--- config.mk ---
export PLATFORM = sky130hd
export DESIGN_NAME = ps2_keyboard_rx
export DESIGN_NICKNAME = d
export VERILOG_FILES = /design/src/rtl/ps2_keyboard_rx.sv
export SDC_FILE = /design/constraint.sdc
export NUM_CORES = 1
export LEC_CHECK = 0
export CORE_ASPECT_RATIO = 0.5
export CORE_MARGIN = 1.5
export CORE_UTILIZATION = 55
export CTS_CLUSTER_SIZE = 28
export DETAILED_ROUTE_END_ITERATION = 16
export PLACE_DENSITY_LB_ADDON = 0.2
export SLEW_MARGIN = 40
export SYNTH_ARGS = -nofsm -noshare
export SYNTH_HDL_FRONTEND = slang
export SYNTH_SLANG_ARGS = --single-unit
--- constraint.sdc ---
create_clock -name clk -period 2.1 [get_ports clk]
set_input_delay 0.63 -clock clk [delete_from_list [all_inputs] [get_ports clk]]
set_output_delay 0.63 -clock clk [all_outputs]
set_load 0.05 [all_outputs]
--- src/rtl/ps2_keyboard_rx.sv ---
// ---------------------------------------------------------------------------
// ps2_keyboard_rx
//
// Purpose:
//   Receives a PS/2 keyboard on its raw pins and turns the device-to-host
//   traffic into key events for the keyboard-matrix logic. Both lines are
//   synchronised (2 flops) and deglitched (saturating run-length filter).
//   11-bit frames are deframed on the filtered clock's falling edges and
//   checked for start, odd parity and stop. E0/F0 prefix bytes are folded
//   into the extended/released flags of the next non-prefix byte.
//
// Ports:
//   clk               system clock (sysclk)
//   power_on_reset_n  synchronous active-low reset
//   clkps2, dataps2   raw PS/2 clock and data pins (asynchronous)
//   scancode          last completed non-prefix byte
//   extended          E0 prefix preceded scancode
//   released          F0 prefix preceded scancode (break code)
//   kb_strobe         one-cycle pulse, scancode/extended/released valid
//   rx_error          one-cycle pulse, frame rejected
//   busy              frame in progress
//
// Handshake: kb_strobe is a valid-only pulse with no ready; the consumer
// must take scancode/extended/released in the strobe cycle. The outputs
// then hold until the next strobe.
// ---------------------------------------------------------------------------
module ps2_keyboard_rx #(
   parameter int FILTER_LEN     = 8,
   parameter int TIMEOUT_CYCLES = 28000
) (
   input  logic       clk,
   input  logic       power_on_reset_n,
   input  logic       clkps2,
   input  logic       dataps2,
   output logic [7:0] scancode,
   output logic       extended,
   output logic       released,
   output logic       kb_strobe,
   output logic       rx_error,
   output logic       busy
);

   localparam int FW = $clog2(FILTER_LEN + 1);
   localparam int TW = $clog2(TIMEOUT_CYCLES + 1);

   typedef enum logic [1:0] {
      ST_IDLE,
      ST_DATA,
      ST_PARITY,
      ST_STOP
   } state_t;

   // synchroniser and filter state
   logic [1:0]    clk_sync;
   logic [1:0]    dat_sync;
   logic [FW-1:0] clk_cnt;
   logic [FW-1:0] dat_cnt;
   logic          clk_filt;
   logic          dat_filt;
   logic          clk_filt_d;
   logic          fall;

   // frame state
   state_t        state, state_nxt;
   logic [2:0]    bit_idx, bit_idx_nxt;
   logic [7:0]    shift, shift_nxt;
   logic          parity_bit, parity_bit_nxt;
   logic [TW-1:0] tcount, tcount_nxt;
   logic          ext_flag, ext_flag_nxt;
   logic          rel_flag, rel_flag_nxt;

   // output registers
   logic [7:0]    scancode_nxt;
   logic          extended_nxt;
   logic          released_nxt;
   logic          kb_strobe_nxt;
   logic          rx_error_nxt;

   // -------------------------------------------------------------------------
   // Synchronise and deglitch. The filtered level only follows the pin after
   // FILTER_LEN consecutive samples disagree with it; any agreeing sample
   // restarts the run.
   // -------------------------------------------------------------------------
   always_ff @(posedge clk) begin
      if (!power_on_reset_n) begin
         clk_sync   <= 2'b11;
         dat_sync   <= 2'b11;
         clk_cnt    <= '0;
         dat_cnt    <= '0;
         clk_filt   <= 1'b1;
         dat_filt   <= 1'b1;
         clk_filt_d <= 1'b1;
      end else begin
         clk_sync   <= {clk_sync[0], clkps2};
         dat_sync   <= {dat_sync[0], dataps2};
         clk_filt_d <= clk_filt;

         if (clk_sync[1] == clk_filt) begin
            clk_cnt <= '0;
         end else if (clk_cnt == FW'(FILTER_LEN - 1)) begin
            clk_filt <= clk_sync[1];
            clk_cnt  <= '0;
         end else begin
            clk_cnt <= clk_cnt + FW'(1);
         end

         if (dat_sync[1] == dat_filt) begin
            dat_cnt <= '0;
         end else if (dat_cnt == FW'(FILTER_LEN - 1)) begin
            dat_filt <= dat_sync[1];
            dat_cnt  <= '0;
         end else begin
            dat_cnt <= dat_cnt + FW'(1);
         end
      end
   end

   assign fall = clk_filt_d & ~clk_filt;
   assign busy = (state != ST_IDLE);

   // -------------------------------------------------------------------------
   // Frame FSM: next state, datapath and registered outputs.
   // -------------------------------------------------------------------------
   always_comb begin
      state_nxt      = state;
      bit_idx_nxt    = bit_idx;
      shift_nxt      = shift;
      parity_bit_nxt = parity_bit;
      tcount_nxt     = tcount;
      ext_flag_nxt   = ext_flag;
      rel_flag_nxt   = rel_flag;
      scancode_nxt   = scancode;
      extended_nxt   = extended;
      released_nxt   = released;
      kb_strobe_nxt  = 1'b0;
      rx_error_nxt   = 1'b0;

      // The timeout counter only runs inside a frame and restarts on every
      // clock edge, so it measures the gap since the last bit.
      if (state == ST_IDLE || fall) begin
         tcount_nxt = '0;
      end else begin
         tcount_nxt = tcount + TW'(1);
      end

      if (state != ST_IDLE && !fall && tcount == TW'(TIMEOUT_CYCLES - 1)) begin
         // device stalled mid-frame: abandon it
         state_nxt    = ST_IDLE;
         tcount_nxt   = '0;
         rx_error_nxt = 1'b1;
         ext_flag_nxt = 1'b0;
         rel_flag_nxt = 1'b0;
      end else if (fall) begin
         case (state)
            ST_IDLE: begin
               if (!dat_filt) begin
                  state_nxt   = ST_DATA;
                  bit_idx_nxt = 3'd0;
               end else begin
                  rx_error_nxt = 1'b1;
                  ext_flag_nxt = 1'b0;
                  rel_flag_nxt = 1'b0;
               end
            end
            ST_DATA: begin
               // LSB arrives first, so shift in from the top
               shift_nxt = {dat_filt, shift[7:1]};
               if (bit_idx == 3'd7) begin
                  state_nxt = ST_PARITY;
               end else begin
                  bit_idx_nxt = bit_idx + 3'd1;
               end
            end
            ST_PARITY: begin
               parity_bit_nxt = dat_filt;
               state_nxt      = ST_STOP;
            end
            ST_STOP: begin
               state_nxt = ST_IDLE;
               if (dat_filt && (^{shift, parity_bit})) begin
                  if (shift == 8'hE0) begin
                     ext_flag_nxt = 1'b1;
                  end else if (shift == 8'hF0) begin
                     rel_flag_nxt = 1'b1;
                  end else begin
                     scancode_nxt  = shift;
                     extended_nxt  = ext_flag;
                     released_nxt  = rel_flag;
                     kb_strobe_nxt = 1'b1;
                     ext_flag_nxt  = 1'b0;
                     rel_flag_nxt  = 1'b0;
                  end
               end else begin
                  rx_error_nxt = 1'b1;
                  ext_flag_nxt = 1'b0;
                  rel_flag_nxt = 1'b0;
               end
            end
            default: begin
               state_nxt = ST_IDLE;
            end
         endcase
      end
   end

   always_ff @(posedge clk) begin
      if (!power_on_reset_n) begin
         state      <= ST_IDLE;
         bit_idx    <= 3'd0;
         shift      <= 8'h00;
         parity_bit <= 1'b0;
         tcount     <= '0;
         ext_flag   <= 1'b0;
         rel_flag   <= 1'b0;
         scancode   <= 8'h00;
         extended   <= 1'b0;
         released   <= 1'b0;
         kb_strobe  <= 1'b0;
         rx_error   <= 1'b0;
      end else begin
         state      <= state_nxt;
         bit_idx    <= bit_idx_nxt;
         shift      <= shift_nxt;
         parity_bit <= parity_bit_nxt;
         tcount     <= tcount_nxt;
         ext_flag   <= ext_flag_nxt;
         rel_flag   <= rel_flag_nxt;
         scancode   <= scancode_nxt;
         extended   <= extended_nxt;
         released   <= released_nxt;
         kb_strobe  <= kb_strobe_nxt;
         rx_error   <= rx_error_nxt;
      end
   end

endmodule
# Word level (Yosys, flattened, before mapping)
# Cells that the tools add are included.
# W data, S select, Z words.
[word_totals]
elab_cells = 96
regBits = 58
input_bits = 4
output_inout_bits = 13
[classes]
n_eq_ne = 17
reduce_logical = 24
bitwise = 11
mux = 21
add_sub_neg = 4
[ops]
columns = ["cell", "count"]
rows = [
  ["$eq A8 B8 Y1 const B", 2],
  ["$add A15 B1 Y15 const B", 1],
  ["$eq A15 B15 Y1 const B", 1],
  ["$mux W1", 12],
  ["$not A1 Y1", 10],
  ["$reduce_and A3 Y1", 3],
  ["$reduce_or A3 Y1", 3],
  ["$reduce_xor A9 Y1", 1],
  ["$add A4 B1 Y4 const B", 2],
  ["$eq A4 B3 Y1 const B", 2],
  ["$ne A2 B2 Y1 const B", 4],
  ["$pmux W2 S4", 1],
  ["$reduce_and A4 Y1", 2],
  ["$mux W3", 2],
  ["$pmux W1 S2", 3],
  ["$pmux W3 S2", 1],
  ["$reduce_and A6 Y1", 1],
  ["$reduce_bool A2 Y1", 3],
  ["$reduce_or A6 Y1", 1],
  ["$reduce_and A5 Y1", 1],
  ["$eq A2 B2 Y1 const B", 2],
  ["$mux W2", 2],
  ["$ne A4 B4 Y1 const B", 1],
  ["$reduce_and A2 Y1", 2],
  ["11 further kinds", 14],
]

# Longest topological paths before layout
[depth]
depth_word = 7
depth_mapped = 7
ltp_nobuf = 6

# Worst setup path before layout
# Ideal clock, no wire load.
[synth_path]
kind = "register -> register"
from = "reg shift[4]"
to = "reg kb_strobe"
setup_slack_ps = 369
setup_time_ps = 136
synth_period_minus_slack_ps = 1731
t_arrival_ps = 1595
required_ps = 1964
n_path_buf = 1
path_stages_with_launch = 6
cell_sequence = "dfxtp_1 > xor2_1 > xnor3_2 > mux2_4 > buf_6 > nor2b_1"
[synth_between]
elab_chain_cells = 4
elab_cells_between_ends = 7
classes_between = "eq/ne (2); mux (1); bitwise (1); reduce/logical (3)"
[synth_lines]
columns = ["item", "line_no", "rtl"]
rows = [
  ["start: declaration", "66", "logic [7:0] shift, shift_nxt;"],
  ["start signal: assignment", "223", "shift <= shift_nxt;"],
  ["$reduce_xor A9 Y1", "180", "if (dat_filt && (^{shift, parity_bit})) begin"],
  ["$logic_and A1 B1 Y1", "180", ""],
  ["$not A1 Y1 (no source line)", "-", ""],
  ["$reduce_or A6 Y1 (no source line)", "-", ""],
  ["end signal: assignment", "231", "kb_strobe <= kb_strobe_nxt;"],
  ["end: declaration", "38", "output logic kb_strobe,"],
]
# Several ways; a longest one is shown, not always the timed one.
# A chain may end at the register's enable or synchronous reset.

# Final worst setup path
[layout_path]
from = "reg rx_error"
to = "out rx_error"
[layout_lines]
columns = ["item", "line_no", "rtl"]
rows = [
  ["start: declaration", "39", "output logic rx_error,"],
  ["start signal: assignment", "232", "rx_error <= rx_error_nxt;"],
]
# No word-level cell between the ends.

==> qor.yml <==
clk_pin_slew_ns: 0.07
grtUsageMet1_pct: 23.4
busiest_layer: "met2"
antenna-diode-count: 0
synth_fa_ha_area_share_pct: 4.70
synth_ff_type: "dfxtp_1"
overflow: 0
end_kind: "primary output"
synth_fp_nets: 297
startpoint_type: "register"
max_stage_delay_ns: 0.80
hp-class: "register to register"
yosysSeqAreaShare_pct: 43.6
synth-compound-area-share_pct: 5.88
finalSetupViolations: 0
final_nets: 320
crit_cells: 1
yosys_register_bits: 58
synth_cell_type_count: 43
core-area_um2: 4530
crit_path_cell_trace: "clkdlybuf4s50_1"
dp.final_hpwl_mm: 3.50
die_area_um2: 5290
synth_top_family_by_area: "simple AND/OR/NAND/NOR gates"
fmax_mhz: 486
worst_pin_slew_ns: 0.731
htree_levels: 3
vias: 2000
cts_buffers: 9
drt_iter0_markers: 55
synthXorXnorAreaFrac_pct: 9.21
die_h_um: 52.2
worstSetupPathType: "register to primary output"
io_pins: 17
regToRegStartpoint: "state[0]"
syn_to_final_growth_pct: 15.7
gr-usage-met3_pct: 7.60
r2r_end: "bit_idx[0]"
insertion_delay_ns: 0.33
arrival_ns: 1.43
cts-root-buf: "clkbuf_8"
fin_crit_sh_pct: 98.1
drive_above_1_share_pct: 11.3
drc: 0
cts.repair_timing.setup_buffer_count: 0
synth_area_per_cell_um2: 9.40
synth_edf_count: 0
r2r_slack_ns: 0.15
drt_pass1_iterations: 4
ys_warn_count: 0
cts_hold_buffers: 0
met2_usage_pct: 38.3
clock_sink_count: 58
fin_worst_skew_ns: 0.00923
antenna_found_initial: 0
die_x_um: 101
crit_end: "rx_error"
io_buffers: 16
ff2ff_path_depth: 6
ant_nets: 0
synthArstFlopShare_pct: 0
grtUsageTotal_pct: 21.3
finalHoldViolCount: 0
powerDensity_nw_per_um2: 656
crit_fanout: 1
grt_max_degree: 30
cts_tree: "built"
rsz0062_at_grt: "no"
synth_cells: 283
tns_ns: 0
yosys.area_share.simple_pct: 24.9
grt_pass1_wl_mm: 8.33
num_rows: 17
drv_slew: 0
cp_top_family: "buffers and inverters"
grt_pass1_vias: 1902
cp_slowest_cell: "clkdlybuf4s50_1"
wl_mm: 4.86
status: "finished clean"
design_area_um2: 3080
place_area_um2: 2910
start_util_pct: 58.7
leakage_nw: 1.29
wl_per_cell_um: 12.9
syn_area_um2: 2660
routed_via_density: 5.32
fillers: 381
relSlewSlack_pct: 50.8
cts_buffer_depth: 2
cp_num_buf_inv: 1
required_ns: 1.47
drv_cap: 0
ir_drop_v: 0.000342
synthMuxAreaShare_pct: 8.51
gp_congestion: 0.823
min_period_ns: 2.06
startpoint: "rx_error"
state kept, by name, summed over array words and instances (netlist names):
register / cells
extended: 1
dat_filt: 1
rx_error: 1
dat_sync: 2
rel_flag: 1
parity_bit: 1
released: 1
scancode: 8
clk_cnt: 4
clk_sync: 2
kb_strobe: 1
clk_filt: 1
shift: 8
ext_flag: 1
state: 2
tcount: 15
bit_idx: 3
clk_filt_d: 1
dat_cnt: 4
through the flow:
step           hold slack (ns)  setup WS (ns)  instances  power, mW  utilization [%]
2_1_floorplan            0.386          0.369        283       1.15                -
3_3_place_gp             0.397          0.177        361       1.16             64.2
6_report                 0.416         0.0406        376       2.02             67.9
3_5_place_dp             0.396          0.116        361       1.17             64.2
5_1_grt                  0.439       0.000730        376       2.10             67.9
4_1_cts                  0.417        0.00411        376       2.04             67.8
cell usage after synthesis, drive strengths merged (5+ instances only):
cell	n	share of area (%)
dfxtp	58	44
nor2	24	3.4
a21oi	5	0.94
nand2b	8	1.9
nand4	9	2.1
xor2	16	5.3
nor2b	11	2.6
inv	8	1.1
nand3	11	2.1
ha	10	4.7
clkbuf	9	1.3
mux2i	20	7.5
a211oi	5	1.4
nand2	36	5.1
logic make-up after synthesis:
group / Yosys count
DFF: 58
adders and majority gates: 10
xor gates and xnor gates: 23
and+or+nand+nor: 127
buffers and inverters: 20
muxes: 22
AOI/OAI and AO/OA: 23
worst min path at each step:
stage | startpoint | to | slack (ns) | depth (start not counted)
finish | clk_sync[0] | clk_sync[1] | 0.42 | 1
global route | clk_sync[0] | clk_sync[1] | 0.44 | 1
CTS | clk_sync[0] | clk_sync[1] | 0.42 | 1
detailed placement | clk_sync[0] | clk_sync[1] | 0.40 | 1
global placement | clk_sync[0] | clk_sync[1] | 0.40 | 1
floorplan | clk_sync[0] | clk_sync[1] | 0.39 | 1
layout make-up:
| type | count | area [µm²] | share of cell area [%] |
|---|---|---|---|
| Clock buffer | 12 | 155 | 5.04 |
| Clock inverter | 3 | 15.0 | 0.488 |
| Inverter | 8 | 30.0 | 0.976 |
| Multi-Input combinational cell | 205 | 1420 | 46.0 |
| Sequential cell | 58 | 1160 | 37.7 |
| Tap cell | 66 | 82.6 | 2.68 |
| Timing Repair Buffer | 24 | 218 | 7.07 |
cells in the final DEF (no fill, tap or decap), types with 3 or more instances in the layout:
master           netlist  routed
a211oi_1               5       5
a21boi_0               4       4
a21oi_1                5       5
and2_1                 3       3
and3_1                 4       4
and4_1                 4       4
buf_4                  0      13
clkbuf_8               0      11
clkdlybuf4s50_1        0       4
clkinv_2               0       3
dfxtp_1               58      58
dlygate4sd2_1          0       4
ha_1                  10      10
inv_1                  8       8
mux2i_1               20      20
nand2_1               36      36
nand2b_1               8       8
nand3_1               11      11
nand4_1                9       9
nor2_1                24      24
nor2b_1               11      11
nor3_1                 3       3
nor4bb_1               3       3
o21ai_0                3       3
xnor2_1                4       4
xor2_1                16      16
power by group:
part,internal (mW),switching [mW],total (mW),leakage [nW]
registers,1.11,0.00239,1.11,0.468
clock network,0.479,0.399,0.878,0.0920
logic,0.0156,0.0184,0.0340,0.730
metal layers:
| layer | wire length [µm] | vias to the layer above |
|---|---|---|
| met5 | 0 | - |
| met4 | 51 | 0 |
| met3 | 177 | 7 |
| met2 | 2330 | 25 |
| met1 | 2300 | 947 |
| li1 | - | 1021 |
what timing repair did:
action                     4_1_cts  5_1_grt
hold endpoints to repair         0        0
gates cloned                     0        0
resized for setup                4        2
setup endpoints to repair        4        2
No activity file was read; power rests on OpenSTA's default activity.
